### src/rtl/fp32_pkg.sv
// Shared FP32 field constants used by operand classification and the scheduler.
package fp32_pkg;

    localparam int          EXP_MSB      = 30;
    localparam int          EXP_LSB      = 23;
    localparam logic [7:0]  EXP_ALL_ONES = 8'hFF;
    localparam logic [31:0] FP32_ZERO    = 32'h0000_0000;

    typedef logic [31:0] fp32_t;

endpackage

### src/rtl/fp32_operand_classify.sv
// Combinational operand classifier: flags a +0 operand and an all-ones
// exponent (infinity or NaN) on either input of the multiplication.
module fp32_operand_classify
    import fp32_pkg::*;
(
    input  fp32_t a,
    input  fp32_t b,
    output logic  zero,
    output logic  inf
);

    // Only the exact all-zero pattern counts as zero; -0 deliberately does not.
    assign zero = (a == FP32_ZERO) || (b == FP32_ZERO);
    assign inf  = (a[EXP_MSB:EXP_LSB] == EXP_ALL_ONES) ||
                  (b[EXP_MSB:EXP_LSB] == EXP_ALL_ONES);

endmodule

### src/rtl/fp32_mul_scheduler.sv
// Round-robin scheduler sharing one external pipelined FP32 multiplier among
// NUM_REQ requesters. Accepted operands are issued on the edge after grant;
// a sideband pipe matched to MUL_LATENCY tags each returning product with
// requester id and operand-class flags.
module fp32_mul_scheduler
    import fp32_pkg::*;
#(
    parameter  int NUM_REQ     = 4,
    parameter  int MUL_LATENCY = 3,
    localparam int ID_W        = (NUM_REQ > 1) ? $clog2(NUM_REQ) : 1
) (
    input  logic                 clk,
    input  logic                 rstn,
    input  logic                 enable,
    input  logic [NUM_REQ-1:0]   req_valid,
    input  logic [NUM_REQ*32-1:0] req_a,
    input  logic [NUM_REQ*32-1:0] req_b,
    output logic [NUM_REQ-1:0]   req_ready,
    output logic                 mul_valid,
    output logic [31:0]          mul_a,
    output logic [31:0]          mul_b,
    input  logic [31:0]          mul_result,
    output logic                 rsp_valid,
    output logic [ID_W-1:0]      rsp_id,
    output logic [31:0]          rsp_data,
    output logic                 rsp_zero,
    output logic                 rsp_inf,
    output logic                 busy
);

    typedef struct packed {
        logic            valid;
        logic [ID_W-1:0] id;
        logic            zero;
        logic            inf;
    } side_t;

    fp32_t           op_a_arr [NUM_REQ];
    fp32_t           op_b_arr [NUM_REQ];
    logic [ID_W-1:0] last_q;
    logic [ID_W-1:0] cand;
    logic [ID_W-1:0] grant_idx;
    logic            grant_found;
    logic            accept;
    fp32_t           sel_a;
    fp32_t           sel_b;
    logic            sel_zero;
    logic            sel_inf;
    side_t           issue_q;
    fp32_t           mul_a_q;
    fp32_t           mul_b_q;
    side_t           side_q [MUL_LATENCY];
    side_t           tail;

    for (genvar g = 0; g < NUM_REQ; g++) begin : g_unpack
        assign op_a_arr[g] = req_a[32*g +: 32];
        assign op_b_arr[g] = req_b[32*g +: 32];
    end

    // Round-robin search starting one past the last granted requester.
    always_comb begin
        // NOTE: every variable gets a default first so no path leaves it unassigned (no latch).
        cand        = '0;
        grant_idx   = '0;
        grant_found = 1'b0;
        for (int k = 1; k <= NUM_REQ; k++) begin
            cand = ID_W'((int'(last_q) + k) % NUM_REQ);
            if (!grant_found && req_valid[cand]) begin
                grant_found = 1'b1;
                grant_idx   = cand;
            end
        end
    end

    assign accept = grant_found && enable && rstn;
    assign sel_a  = op_a_arr[grant_idx];
    assign sel_b  = op_b_arr[grant_idx];

    // One-hot accept strobe, suppressed while disabled or held in reset.
    always_comb begin
        req_ready = '0;
        if (accept) req_ready[grant_idx] = 1'b1;
    end

    fp32_operand_classify u_classify (
        .a    (sel_a),
        .b    (sel_b),
        .zero (sel_zero),
        .inf  (sel_inf)
    );

    // Issue stage: register the granted operands and advance the RR pointer.
    always_ff @(posedge clk or negedge rstn) begin
        // NOTE: sequential state uses non-blocking assignments so all registers update together.
        if (!rstn) begin
            last_q  <= ID_W'(NUM_REQ - 1);
            issue_q <= '0;
            mul_a_q <= '0;
            mul_b_q <= '0;
        end else begin
            issue_q.valid <= accept;
            if (accept) begin
                last_q       <= grant_idx;
                issue_q.id   <= grant_idx;
                issue_q.zero <= sel_zero;
                issue_q.inf  <= sel_inf;
                mul_a_q      <= sel_a;
                mul_b_q      <= sel_b;
            end
        end
    end

    // Sideband pipe that tracks each issued operation through the multiplier.
    always_ff @(posedge clk or negedge rstn) begin
        if (!rstn) begin
            // NOTE: this small array is reset on purpose so reset kills in-flight operations.
            for (int i = 0; i < MUL_LATENCY; i++) side_q[i] <= '0;
        end else begin
            side_q[0] <= issue_q.valid ? issue_q : '0;
            for (int i = 1; i < MUL_LATENCY; i++) side_q[i] <= side_q[i-1];
        end
    end

    // Busy while anything sits on the issue bus or inside the sideband pipe.
    always_comb begin
        busy = issue_q.valid;
        for (int i = 0; i < MUL_LATENCY; i++) busy = busy | side_q[i].valid;
    end

    assign tail      = side_q[MUL_LATENCY-1];
    assign mul_valid = issue_q.valid;
    assign mul_a     = mul_a_q;
    assign mul_b     = mul_b_q;
    assign rsp_valid = tail.valid;
    assign rsp_id    = tail.id;
    assign rsp_zero  = tail.zero;
    assign rsp_inf   = tail.inf;
    // A zero operand with no inf/NaN partner short-circuits to +0.
    assign rsp_data  = (tail.zero && !tail.inf) ? FP32_ZERO : mul_result;

endmodule

### config.mk
export PLATFORM = sky130hd
export DESIGN_NAME = fp32_mul_scheduler
export DESIGN_NICKNAME = d
export VERILOG_FILES = /design/src/rtl/fp32_pkg.sv /design/src/rtl/fp32_operand_classify.sv /design/src/rtl/fp32_mul_scheduler.sv
export SDC_FILE = /design/constraint.sdc
export NUM_CORES = 1
export LEC_CHECK = 0
export CAP_MARGIN = 20
export CORE_AREA = 8 8 150 152
export DETAILED_ROUTE_END_ITERATION = 10
export DIE_AREA = 0 0 158 160
export DONT_BUFFER_PORTS = 1
export MAX_ROUTING_LAYER = met4
export PLACE_DENSITY = 0.49
export SLEW_MARGIN = 20
export SYNTH_ARGS = -nofsm -noshare
export SYNTH_HDL_FRONTEND = slang
export SYNTH_HIERARCHICAL = 1
export SYNTH_SLANG_ARGS = --single-unit
### constraint.sdc
create_clock -name clk -period 2.2 [get_ports clk]
set_clock_uncertainty 0.05 [all_clocks]
set_input_delay 0.33 -clock clk [delete_from_list [all_inputs] [get_ports clk]]
set_output_delay 0.33 -clock clk [all_outputs]
set_load 0.02 [all_outputs]
==> metrics.yaml, run 1 <==
status: "finished, violations left"
violations: "hold timing, setup timing"
switching_share_pct: 38.8
rows: 52
grt_max_degree: 88
track_usage_pct: 21.1
cp_max_fo: 7
final_hold_viol_count: 86
dpl_cell_area_sq_mm: 0.00721
portBuffers: 0
grt_pass1_vias: 5822
design_area_sq_mm: 0.00914
grt_overflow: 0
wl_met2_mm: 14.7
fp.dieW_um: 158
root_buffer: "clkbuf_16"
final_net_count: 992
tightestPinTransition_ns: 0.469
antenna_found_initial: 5
critPathLaunchType: "register"
die_area_sq_mm: 0.0253
arrival_ns: 3.03
htree_levels: 3
drive_above_1_share_pct: 48.9
final_common_cell: "mux2i_1"
route.met3.wl_mm: 2.39
io_pins: 402
critical_path_class: "register to register"
ys.warnings.count: 6
initial_core_util_pct: 30.2
fin_util_pct: 45.6
cts_tree: "built"
synth_seq_cells: 86
intPower_mw: 5.09
critPathRequiredTime_ns: 2.44
detail_route.vias_per_cell: 5.52
setup_slack_ns: -0.595
setup_viol: 72
drc: 0
clock_sinks: 86
cts_made_buffers: 9
clkLatencyLatePin_ns: 0.34
hold_path_class: "input pin to asynchronous set/reset pin"
syn_nets: 849
core_area_sq_mm: 0.0200
wl_met1_mm: 10.4
synthesis.area_sq_mm: 0.00605
wl_per_cell_um: 29.0
vdd_drop_max_v: 0.000330
vias: 5377
area_growth_syn_to_layout_pct: 51.1
firstDrtPassIters: 4
maxSlewHeadroom_pct: 68.7
hpwl_mm: 19.5
p_sw_mw: 3.23
clock.fmax_mhz: 358
drt-initial-drc-count: 268
clkTransAtPathRegs_ns: 0.07
cts_max_path_buffers: 2
syn_area_per_cell_sq_um: 10.9
gp_congestion: 0.907
pwr-share-comb_pct: 46.5
die_height_um: 160
grt_pass1_wl_mm: 38.4
power_density_mw_per_mm2: 911
dpl_worst_slack_ns: -0.930
p_clk_share_pct: 20.9
top_layer: "met4"
most-common-layout-cells: "mux2i_1, buf_4, dfrtp_1, nand2_1, o221ai_2"
cellLeakagePower_nw: 3.97
drt-total-wl_mm: 28.2
synthDistinctLibCells: 36
seqPwrFrac_pct: 32.6
drv_slew: 0
cap_violations: 0
ant_nets: 0
fin_hold_ws_ns: -0.382
finalCritPeriodShare_pct: 127
rsz0062_at_grt: "yes"
syn_inst: 554
end_kind: "register"
fin_crit_ns: 2.79
ys_seq_area_share_pct: 35.6
## Yosys cell counts
cell type	count	area [sq um]
nand2_2	1	6.26
nand2_1	76	285
o22ai_1	1	6.26
a31oi_1	1	6.26
o221ai_2	40	601
buf_1	2	7.51
nor3_1	1	5.00
nor4_1	14	87.6
dfrtp_1	84	2100
or2_1	1	6.26
mux2i_1	193	1930
o21a_1	1	7.51
clkinv_1	1	3.75
nor3b_1	1	7.51
nand4_1	8	50.1
o21ai_1	1	5.00
a21oi_1	2	10.0
or4_1	1	7.51
and2_1	36	225
nor2_1	3	11.3
buf_6	11	124
o21ai_0	1	5.00
buf_4	8	60.1
nor4_2	2	25.0
or2_2	1	6.26
o22a_1	1	8.76
nand3_2	1	10.0
dfstp_2	2	52.6
buf_2	17	85.1
a21boi_0	1	7.51
and3_1	1	6.26
clkbuf_1	10	37.5
inv_1	1	3.75
nand2b_1	4	25.0
o221ai_1	24	210
a21boi_1	1	7.51
## power groups by stage
stage	clock [mW]	sequential, mW	combinational, mW
final	1.74	2.71	3.87
after global routing	1.85	2.77	4.11
after CTS	1.80	2.73	3.48
after detailed placement	0	2.75	2.75
after global placement	0	2.75	2.69
after floorplan	0	2.59	1.88
## worst paths after layout
check / from / to / slack (ns) / depth (start not counted)
max in group asynchronous: rstn / last_q[1]$_DFFE_PN1P_ / 2.27 / 0
setup reg to reg: last_q[1]$_DFFE_PN1P_ / issue_q[1]$_DFFE_PN0P_ / -0.59 / 13
setup / recovery: last_q[1]$_DFFE_PN1P_ / issue_q[1]$_DFFE_PN0P_ / -0.59 / 13
hold / removal: rstn / mul_a[0]$_DFFE_PN0P_ / -0.38 / 0
min in group clk: req_a[18] / mul_a[18]$_DFFE_PN0P_ / 0.14 / 2
hold reg to reg: side_q[10]$_DFF_PN0_ / side_q[5]$_DFF_PN0_ / 0.30 / 0
## logic make-up after synthesis
kind of cell,synth area share (%)
AND/OR/NAND/NOR,12.6
buffers and inverters,5.32
AO/OA/AOI/OAI,14.5
multiplexers,31.9
flip-flops,35.6
## what timing repair did
action	in CTS	in global routing
setup endpoints to repair	72	72
gates resized for setup	91	82
hold endpoints to repair	86	86
pin swaps	15	63
setup buffers	29	15
cloned	11	6
## per-layer routing
metal	track usage (%)	vias to the layer above
met5	-	-
met1	22.6	2655
met4	8.32	0
li1	-	2397
met3	5.88	41
met2	36.1	284
## final cells by class
cell class	instances	area, sq um
fillers	1859	10900
multi-input cells	418	4310
flip-flops and latches	86	2150
repair buffers	180	2000
well taps	270	338
clock buffers	9	225
clock inverters	7	103
inverters	2	7.51
diodes	2	5.00
## registers in the layout, summed over array words and instances (netlist names)
signal and cells:
mul_b 32, rsp_zero 1, rsp_valid 1, rsp_id 2
issue_q 4, mul_a 32, mul_valid 1, rsp_inf 1
side_q 10, last_q 2
## worst max-delay path, stage by stage (launching register included)
cell and delay (ns):
dfstp_2 0.59, a21oi_2 0.09, a31oi_4 0.18, a21oi_4 0.10, buf_6 0.14, buf_12 0.15, buf_4 0.13, mux2i_1 0.26
mux2i_1 0.19, nor4_1 0.30, nand4_1 0.20, o22ai_1 0.22, nand2_1 0.06, nand2_1 0.06
## stage by stage
| stage | total power [mW] | hold WS, ns | std cells | setup TNS (ns) |
|---|---|---|---|---|
| after global placement | 5.44 | -0.0116 | 902 | -4.62 |
| final | 8.32 | -0.382 | 974 | -27.81 |
| after global routing | 8.73 | -0.399 | 974 | -32.97 |
| after CTS | 8.01 | -0.401 | 957 | -36.67 |
| after floorplan | 4.47 | -0.0156 | 554 | -0.133 |
| after detailed placement | 5.50 | -0.0122 | 902 | -10.24 |
Power figures use the tool's default switching activity.
==> run 2, diff against run 1 <==
HOLD_SLACK_MARGIN = 0.06   (was unset)
==> results of run 2 <==
No change in the layout: final DEF, timing and power equal those of run 1.
